--- src/rtl/serial_tx.sv ---
// Parallel-in, serial-out frame transmitter: start bit, LSB-first data, optional
// even parity (macro SERIAL_TX_PARITY_EN), stop bit, each held for DIV clocks.
module serial_tx #(
    parameter int WIDTH = 8,
    parameter int DIV   = 4
) (
    input  logic             c,
    input  logic             rst,
    input  logic [WIDTH-1:0] data,
    input  logic             load,
    output logic             tx,
    output logic             busy,
    output logic             done
);
    localparam int DW = (DIV > 1) ? $clog2(DIV) : 1;
    localparam int CW = ($clog2(WIDTH + 1) > 1) ? $clog2(WIDTH + 1) : 1;
    localparam logic [DW-1:0] DIV_LAST = DW'(DIV - 1);
    localparam logic [CW-1:0] BIT_LAST = CW'(WIDTH - 1);

    typedef enum logic [2:0] {
        S_IDLE   = 3'd0,
        S_START  = 3'd1,
        S_DATA   = 3'd2,
`ifdef SERIAL_TX_PARITY_EN
        S_PARITY = 3'd3,
`endif
        S_STOP   = 3'd4
    } state_t;

    state_t           state_q;
    logic [WIDTH-1:0] shift_q;
    logic [WIDTH-1:0] shift_d;
    logic [CW-1:0]    cnt_q;
    logic [DW-1:0]    div_q;
    logic [DW-1:0]    div_d;
    logic             tx_q;
    logic             busy_q;
    logic             done_q;
    logic             bit_end;
`ifdef SERIAL_TX_PARITY_EN
    logic             par_q;
`endif

    assign bit_end = (div_q == DIV_LAST);
    assign div_d   = bit_end ? '0 : div_q + 1'b1;
    assign shift_d = shift_q >> 1;

    always_ff @(posedge c or negedge rst) begin
        if (!rst) begin
            state_q <= S_IDLE;
            shift_q <= '0;
            cnt_q   <= '0;
            div_q   <= '0;
            tx_q    <= 1'b1;
            busy_q  <= 1'b0;
            done_q  <= 1'b0;
`ifdef SERIAL_TX_PARITY_EN
            par_q   <= 1'b0;
`endif
        end else begin
            done_q <= 1'b0;
            if (state_q != S_IDLE) div_q <= div_d;
            case (state_q)
                S_IDLE: begin
                    if (load) begin
                        shift_q <= data;
                        cnt_q   <= '0;
                        div_q   <= '0;
                        tx_q    <= 1'b0;
                        busy_q  <= 1'b1;
                        state_q <= S_START;
`ifdef SERIAL_TX_PARITY_EN
                        par_q   <= ^data;
`endif
                    end
                end
                S_START: begin
                    if (bit_end) begin
                        tx_q    <= shift_q[0];
                        state_q <= S_DATA;
                    end
                end
                S_DATA: begin
                    if (bit_end) begin
                        shift_q <= shift_d;
                        cnt_q   <= cnt_q + 1'b1;
                        // cnt_q counts bits already completed, so BIT_LAST marks the final data bit
                        if (cnt_q == BIT_LAST) begin
`ifdef SERIAL_TX_PARITY_EN
                            tx_q    <= par_q;
                            state_q <= S_PARITY;
`else
                            tx_q    <= 1'b1;
                            state_q <= S_STOP;
`endif
                        end else begin
                            tx_q <= shift_d[0];
                        end
                    end
                end
`ifdef SERIAL_TX_PARITY_EN
                S_PARITY: begin
                    if (bit_end) begin
                        tx_q    <= 1'b1;
                        state_q <= S_STOP;
                    end
                end
`endif
                S_STOP: begin
                    if (bit_end) begin
                        busy_q  <= 1'b0;
                        done_q  <= 1'b1;
                        state_q <= S_IDLE;
                    end
                end
                default: begin
                    tx_q    <= 1'b1;
                    busy_q  <= 1'b0;
                    state_q <= S_IDLE;
                end
            endcase
        end
    end

    assign tx   = tx_q;
    assign busy = busy_q;
    assign done = done_q;
endmodule

--- config.mk ---
export PLATFORM = sky130hd
export DESIGN_NAME = serial_tx
export DESIGN_NICKNAME = d
export VERILOG_FILES = /design/src/rtl/serial_tx.sv
export SDC_FILE = /design/constraint.sdc
export NUM_CORES = 1
export LEC_CHECK = 0
export CAP_MARGIN = 20
export CORE_UTILIZATION = 30
export CTS_CLUSTER_SIZE = 8
export DETAILED_ROUTE_END_ITERATION = 16
export MAX_ROUTING_LAYER = met4
export SLEW_MARGIN = 10
export SYNTH_ARGS = -nofsm -noshare
export SYNTH_HDL_FRONTEND = slang
export SYNTH_SLANG_ARGS = --single-unit
export TNS_END_PERCENT = 1
--- constraint.sdc ---
create_clock -name c -period 1.52 [get_ports c]
set_clock_uncertainty 0.1 [all_clocks]
set_input_delay 0.152 -clock c [delete_from_list [all_inputs] [get_ports c]]
set_output_delay 0.152 -clock c [all_outputs]
set_load 0.05 [all_outputs]
==> results of run 1 <==
stage by stage:
| step | hold WS (ns) | setup TNS (ns) | setup slack [ns] |
|---|---|---|---|
| finish | 0.0721 | -0.000649 | -0.000649 |
| global route | 0.0804 | -0.571 | -0.0746 |
| CTS | 0.0723 | -0.0513 | -0.0136 |
| detailed placement | 0.375 | -1.21 | -0.148 |
| global placement | 0.365 | -1.02 | -0.129 |
| floorplan | -0.244 | -0.0716 | -0.0385 |
power by group through the flow:
stage	clock network [mW]	registers, mW	logic, mW
6_report	0.312	0.879	1.06
3_3_place_gp	0	0.876	0.964
4_1_cts	0.320	0.876	1.02
5_1_grt	0.340	0.901	1.18
2_1_floorplan	0	0.921	0.582
3_5_place_dp	0	0.883	0.978
worst max-delay path: cells and delay by family (launching register included):
family	cells	cell delay [ns]
mux	1	0.06
fa+ha+maj	1	0.16
flops	1	0.41
compound gates	1	0.19
buf+inv	1	0.14
simple gates	1	0.36
worst paths after layout:
kind / start / end / slack, ns / depth (start not counted)
worst max-delay path: div_q[0] / cnt_q[1] / -0.0006 / 5
worst min-delay path: rst / busy / 0.07 / 2
worst max register to register: div_q[0] / cnt_q[1] / -0.0006 / 5
worst min register to register: shift_q[0] / shift_q[0] / 0.40 / 2
max in group asynchronous: rst / tx / 0.98 / 2
min in group c: data[7] / shift_q[7] / 0.30 / 3
logic make-up (layout without fill, tap and decap cells):
group	Yosys count	count (layout)
flip-flops	20	20
adder cells (fa/ha/maj)	3	3
AND/OR/NAND/NOR	37	37
multiplexers	9	9
AO/OA/AOI/OAI	23	23
XOR/XNOR	2	2
buffers and inverters	8	34
area by class of cell:
| type | count | share of cell area |
|---|---|---|
| Sequential cell | 20 | 0.366 |
| Timing Repair Buffer | 28 | 0.193 |
| Tap cell | 44 | 0.0401 |
| Inverter | 2 | 0.00547 |
| Clock buffer | 4 | 0.0264 |
| Multi-Input combinational cell | 74 | 0.369 |
cells in the mapped netlist:
cell	count	share of area
a2111oi_0	1	0.0086
a21oi_1	4	0.020
a22oi_1	1	0.0074
a31oi_1	1	0.0062
a32o_1	1	0.0099
and3_2	1	0.0074
buf_2	4	0.020
clkbuf_1	2	0.0074
dfrtp_1	19	0.47
dfstp_2	1	0.026
ha_1	3	0.037
inv_1	2	0.0074
mux2_2	1	0.011
mux2i_1	8	0.079
nand2_1	13	0.048
nand2b_1	4	0.025
nand3_1	1	0.0049
nand3b_1	6	0.044
nand4b_1	1	0.0086
nor2_1	3	0.011
nor2b_1	2	0.012
nor3_1	3	0.015
nor3b_1	1	0.0074
o21ai_0	9	0.044
o21ai_1	4	0.020
o22ai_1	1	0.0062
o31ai_1	1	0.0074
or3_1	1	0.0062
or4_1	1	0.0074
xnor2_1	1	0.0086
xor2_1	1	0.0086
state kept, by name (all words and copies together) (netlist names):
name     cells
busy         1
tx           1
state_q      3
cnt_q        4
div_q        2
done         1
shift_q      8
repair_timing:
action | CTS | global route
gates resized for setup | 3 | 11
pin swaps | 1 | 0
cloned | 2 | 0
setup endpoints to repair | 4 | 15
per-layer routing:
metal  wire [microns]  global-route usage  up-vias
met5                0                   -        -
met4               25              0.0698        0
met3               39              0.0130        2
met2              941               0.212       10
met1              992               0.180      397
li1                 -                   -      413
==> flow_summary.toml, run 1 <==
[placed_design]
placed_area_sq_um = 1300
hpwl_microns = 1400
placed_cells = 166
port_buffers = 13
gp_congestion = 0.778

[global_route]
first_global_vias = 810
grt_first_pass_wirelength_microns = 3590
grt_max_degree = 21
grt_overflow = 0
grtUsageTotal = 0.138
grt_antenna_before_repair = 0

[worst_setup_path]
end_kind = "register"
worstPathCellList = "ha_4 -> mux2i_2 -> or3_4 -> buf_6 -> a32o_1"
required_ns = 1.62
startpoint_type = "register"
critPathSlowestCell = "dfrtp_1"
arrival_ns = 1.62
slowest_delay_ns = 0.41
critPathMaxFanout = 5
crit_type = "register to register"

[cells_and_area]
drive_gt1_frac = 0.234
final_cells = 172
num_antenna_cells = 0
num-fill-cells = 303
multi_input_area_sq_um = 507
area.sequential_sq_um = 502
final_common_cell = "dfrtp_1"
finalInstanceArea_sq_um = 1370
nets = 143
syn2layout_area_growth_pct = 35.3
final_cell_mix = "19 x dfrtp_1, 13 x nand2_1, 13 x buf_4"
final_core_util = 0.439

[pwr]
total_power_mw = 2.25
pwr-share-seq = 0.391
powerDensity_nw_per_um2 = 1640
power_switching_mw = 0.828
leakage_nw = 0.580
p_sw_frac = 0.368
max-vdd-ir-drop_mv = 0.690
clockPowerShare = 0.139
internal_power_mw = 1.42
power_frac_comb = 0.470

[yosys]
syn_inst = 102
ys.warnings.count = 0
syn_nets = 116
yosysUniqueCellTypes = 31
ys_ff_latch = 20
muxShareOfSynthArea = 0.0900
yosysSeqAreaShare = 0.494
synth_top_family_by_area = "simple AND/OR/NAND/NOR gates"
synth-simple-area-share = 0.197
syn_avg_cell_area_sq_um = 9.95
synth-compound-area-share = 0.129
synth_xor_area_frac = 0.0173
syn_area_sq_um = 1010
synth-adder-area-share = 0.0370

[outcome]
status = "complete, but fails checks"
failed_checks = "negative setup slack"

[floorplan]
rows = 20
initial_utilization = 0.324
pin_count = 14
die_x_microns = 60.2
dieArea_sq_um = 3620
die_y_microns = 60.2
core_area_sq_um = 3130

[clocking]
post_cts_buffers = 0
clk_pin_slew_worst_paths_ns = 0.11
cts_max_path_buffers = 2
clock_sinks = 20
clock_latency_ns = 0.30
cts_tree = "built"
ctsHoldBuffers = 0
root_buffer = "clkbuf_4"
cts_buffers = 3
h-tree-depth = 1

[route]
drtIter0Drc = 22
vias = 822
drc = 0
vias_per_cell = 4.78
drtAntennaViolNets = 0
routed_wl_microns = 2000
wire_per_inst_microns = 11.6
drtPass1Iterations = 4

[worst_hold_path]
hp-class = "primary input to async pin"

[sta]
period_share = 1.00
finalSetupViolCount = 1
worst_pin_slew_ns = 0.388
post-route-min-period_ns = 1.52
slew_viol_final = 0
finalHoldViolations = 0
rsz0062_at_grt = "true"
finalWorstSetupSlack_ns = -0.000649
fmax_ghz = 0.658
max_slew_margin = 0.740

[job]
maxCapViolCount = 0
(Power assumes the default switching activity.)
==> run 2: changes to the inputs <==
--- a/config.mk
+++ b/config.mk
@@ -7,6 +7,7 @@
 export LEC_CHECK = 0
 export CAP_MARGIN = 20
 export CORE_UTILIZATION = 30
+export CTS_BUF_LIST = sky130_fd_sc_hd__clkbuf_16
 export CTS_CLUSTER_SIZE = 8
 export DETAILED_ROUTE_END_ITERATION = 16
 export MAX_ROUTING_LAYER = met4
==> flow_summary.toml, run 2 (synthesis gave the netlist of run 1 again) <==
[sta]
finalWorstSetupSlack_ns = 0.00469
post-route-min-period_ns = 1.52
finalHoldViolations = 0
finalSetupViolCount = 0
max_slew_margin = 0.742
fmax_ghz = 0.660
period_share = 0.997
slew_viol_final = 0
worst_pin_slew_ns = 0.384
rsz0062_at_grt = "true"

[placed_design]
port_buffers = 13
gp_congestion = 0.778
hpwl_microns = 1400
place_ws_ns = -0.148

[pwr]
max-vdd-ir-drop_mv = 0.886
powerDensity_nw_per_um2 = 1770
leakage_nw = 0.602

[floorplan]
core_area_sq_um = 3130
die_x_microns = 60.2
die_y_microns = 60.2
dieArea_sq_um = 3620
initial_utilization = 0.324
rows = 20
pin_count = 14

[clocking]
root_buffer = "clkbuf_16"
clk_pin_slew_worst_paths_ns = 0.06
ctsHoldBuffers = 0
clock_sinks = 20
cts_buffers = 3
h-tree-depth = 1
cts_max_path_buffers = 2
clock_latency_ns = 0.25
cts_tree = "built"

[cells_and_area]
top_register = "shift_q"
num_antenna_cells = 0
final_cell_mix = "18 x dfrtp_1, 14 x buf_4, 13 x nand2_1"
largestRegisters = "shift_q (8), cnt_q (4), state_q (3)"
largest_reg_flops = 8
drive_gt1_frac = 0.234
final_common_cell = "dfrtp_1"
nets = 143
final_core_util = 0.453
syn2layout_area_growth_pct = 39.7

[worst_setup_path]
slowest_delay_ns = 0.39
required_ns = 1.56
critPathMaxFanout = 5
r2r_setup_slack_ns = 0.005
crit_type = "register to register"
critPathSlowestCell = "dfrtp_1"
startpoint_type = "register"
end_kind = "register"
arrival_ns = 1.55
worstPathCellList = "ha_4 -> mux2i_2 -> or3_4 -> buf_6 -> o21ai_2 -> o21ai_1"

[job]
maxCapViolCount = 0

[global_route]
grtUsageTotal = 0.144
grt_overflow = 0
grt_antenna_before_repair = 0
grt_max_degree = 21
first_global_vias = 851
grt_first_pass_wirelength_microns = 3680

[outcome]
status = "finished, final reports clean"

[worst_hold_path]
hp-class = "primary input to async pin"

[route]
drtPass1Iterations = 4
drc = 0
wire_per_inst_microns = 12.1
vias_per_cell = 4.88
routed_wl_microns = 2080
drtIter0Drc = 11
vias = 840
drtAntennaViolNets = 0
==> run 2: routing by layer <==
metal | vias up | GRT usage | wire (microns)
li1 | 411 | - | -
met1 | 404 | 0.171 | 984
met2 | 21 | 0.235 | 992
met3 | 4 | 0.0260 | 58
met4 | 0 | 0.0631 | 41
met5 | - | - | 0
==> run 2: timing repair <==
item | 4_1_cts | 5_1_grt
setup endpoints to repair | 2 | 14
gates cloned | 2 | 0
pin swaps | 1 | 0
buffers inserted | 0 | 0
gates resized for setup | 3 | 11
==> run 2: power breakdown <==
part | switching [mW] | internal, mW
Clock | 0.195 | 0.350
Combinational | 0.519 | 0.551
Sequential | 0.153 | 0.733
Total | 0.868 | 1.63
==> run 2: worst paths after layout <==
path | startpoint | endpoint | cells past startpoint
worst min register to register | shift_q[0] | shift_q[0] | 2
worst min-delay path | rst | busy | 2
min in group c | data[7] | shift_q[7] | 3
worst max-delay path | div_q[0] | cnt_q[2] | 6
worst max register to register | div_q[0] | cnt_q[2] | 6
max in group asynchronous | rst | tx | 2
==> run 2: stage by stage <==
step	instance area [sq um]	hold slack, ns	power [mW]	TNS, ns	std cells
2_1_floorplan	1030	-0.244	1.50	-0.0716	102
3_3_place_gp	1300	0.365	1.84	-1.02	166
3_5_place_dp	1300	0.375	1.86	-1.21	166
4_1_cts	1400	0.148	2.45	-0.00721	172
5_1_grt	1420	0.162	2.68	-0.341	172
6_report	1420	0.132	2.50	0	172
==> run 2: layout make-up <==
cell class	instances	area [sq um]
Clock buffer	3	75.1
Timing Repair Buffer	28	262
Tap cell	44	55.1
Sequential cell	20	503
Clock inverter	1	3.75
Fill cell	298	1710
Inverter	2	7.51
Multi-Input combinational cell	74	512
==> run 2: critical path: cells and delay by family (launching register included) <==
kind            cells  cell delay, ns
mux                 1            0.06
simple gates        1            0.35
fa+ha+maj           1            0.16
flops               1            0.39
buf+inv             1            0.14
compound gates      2            0.20
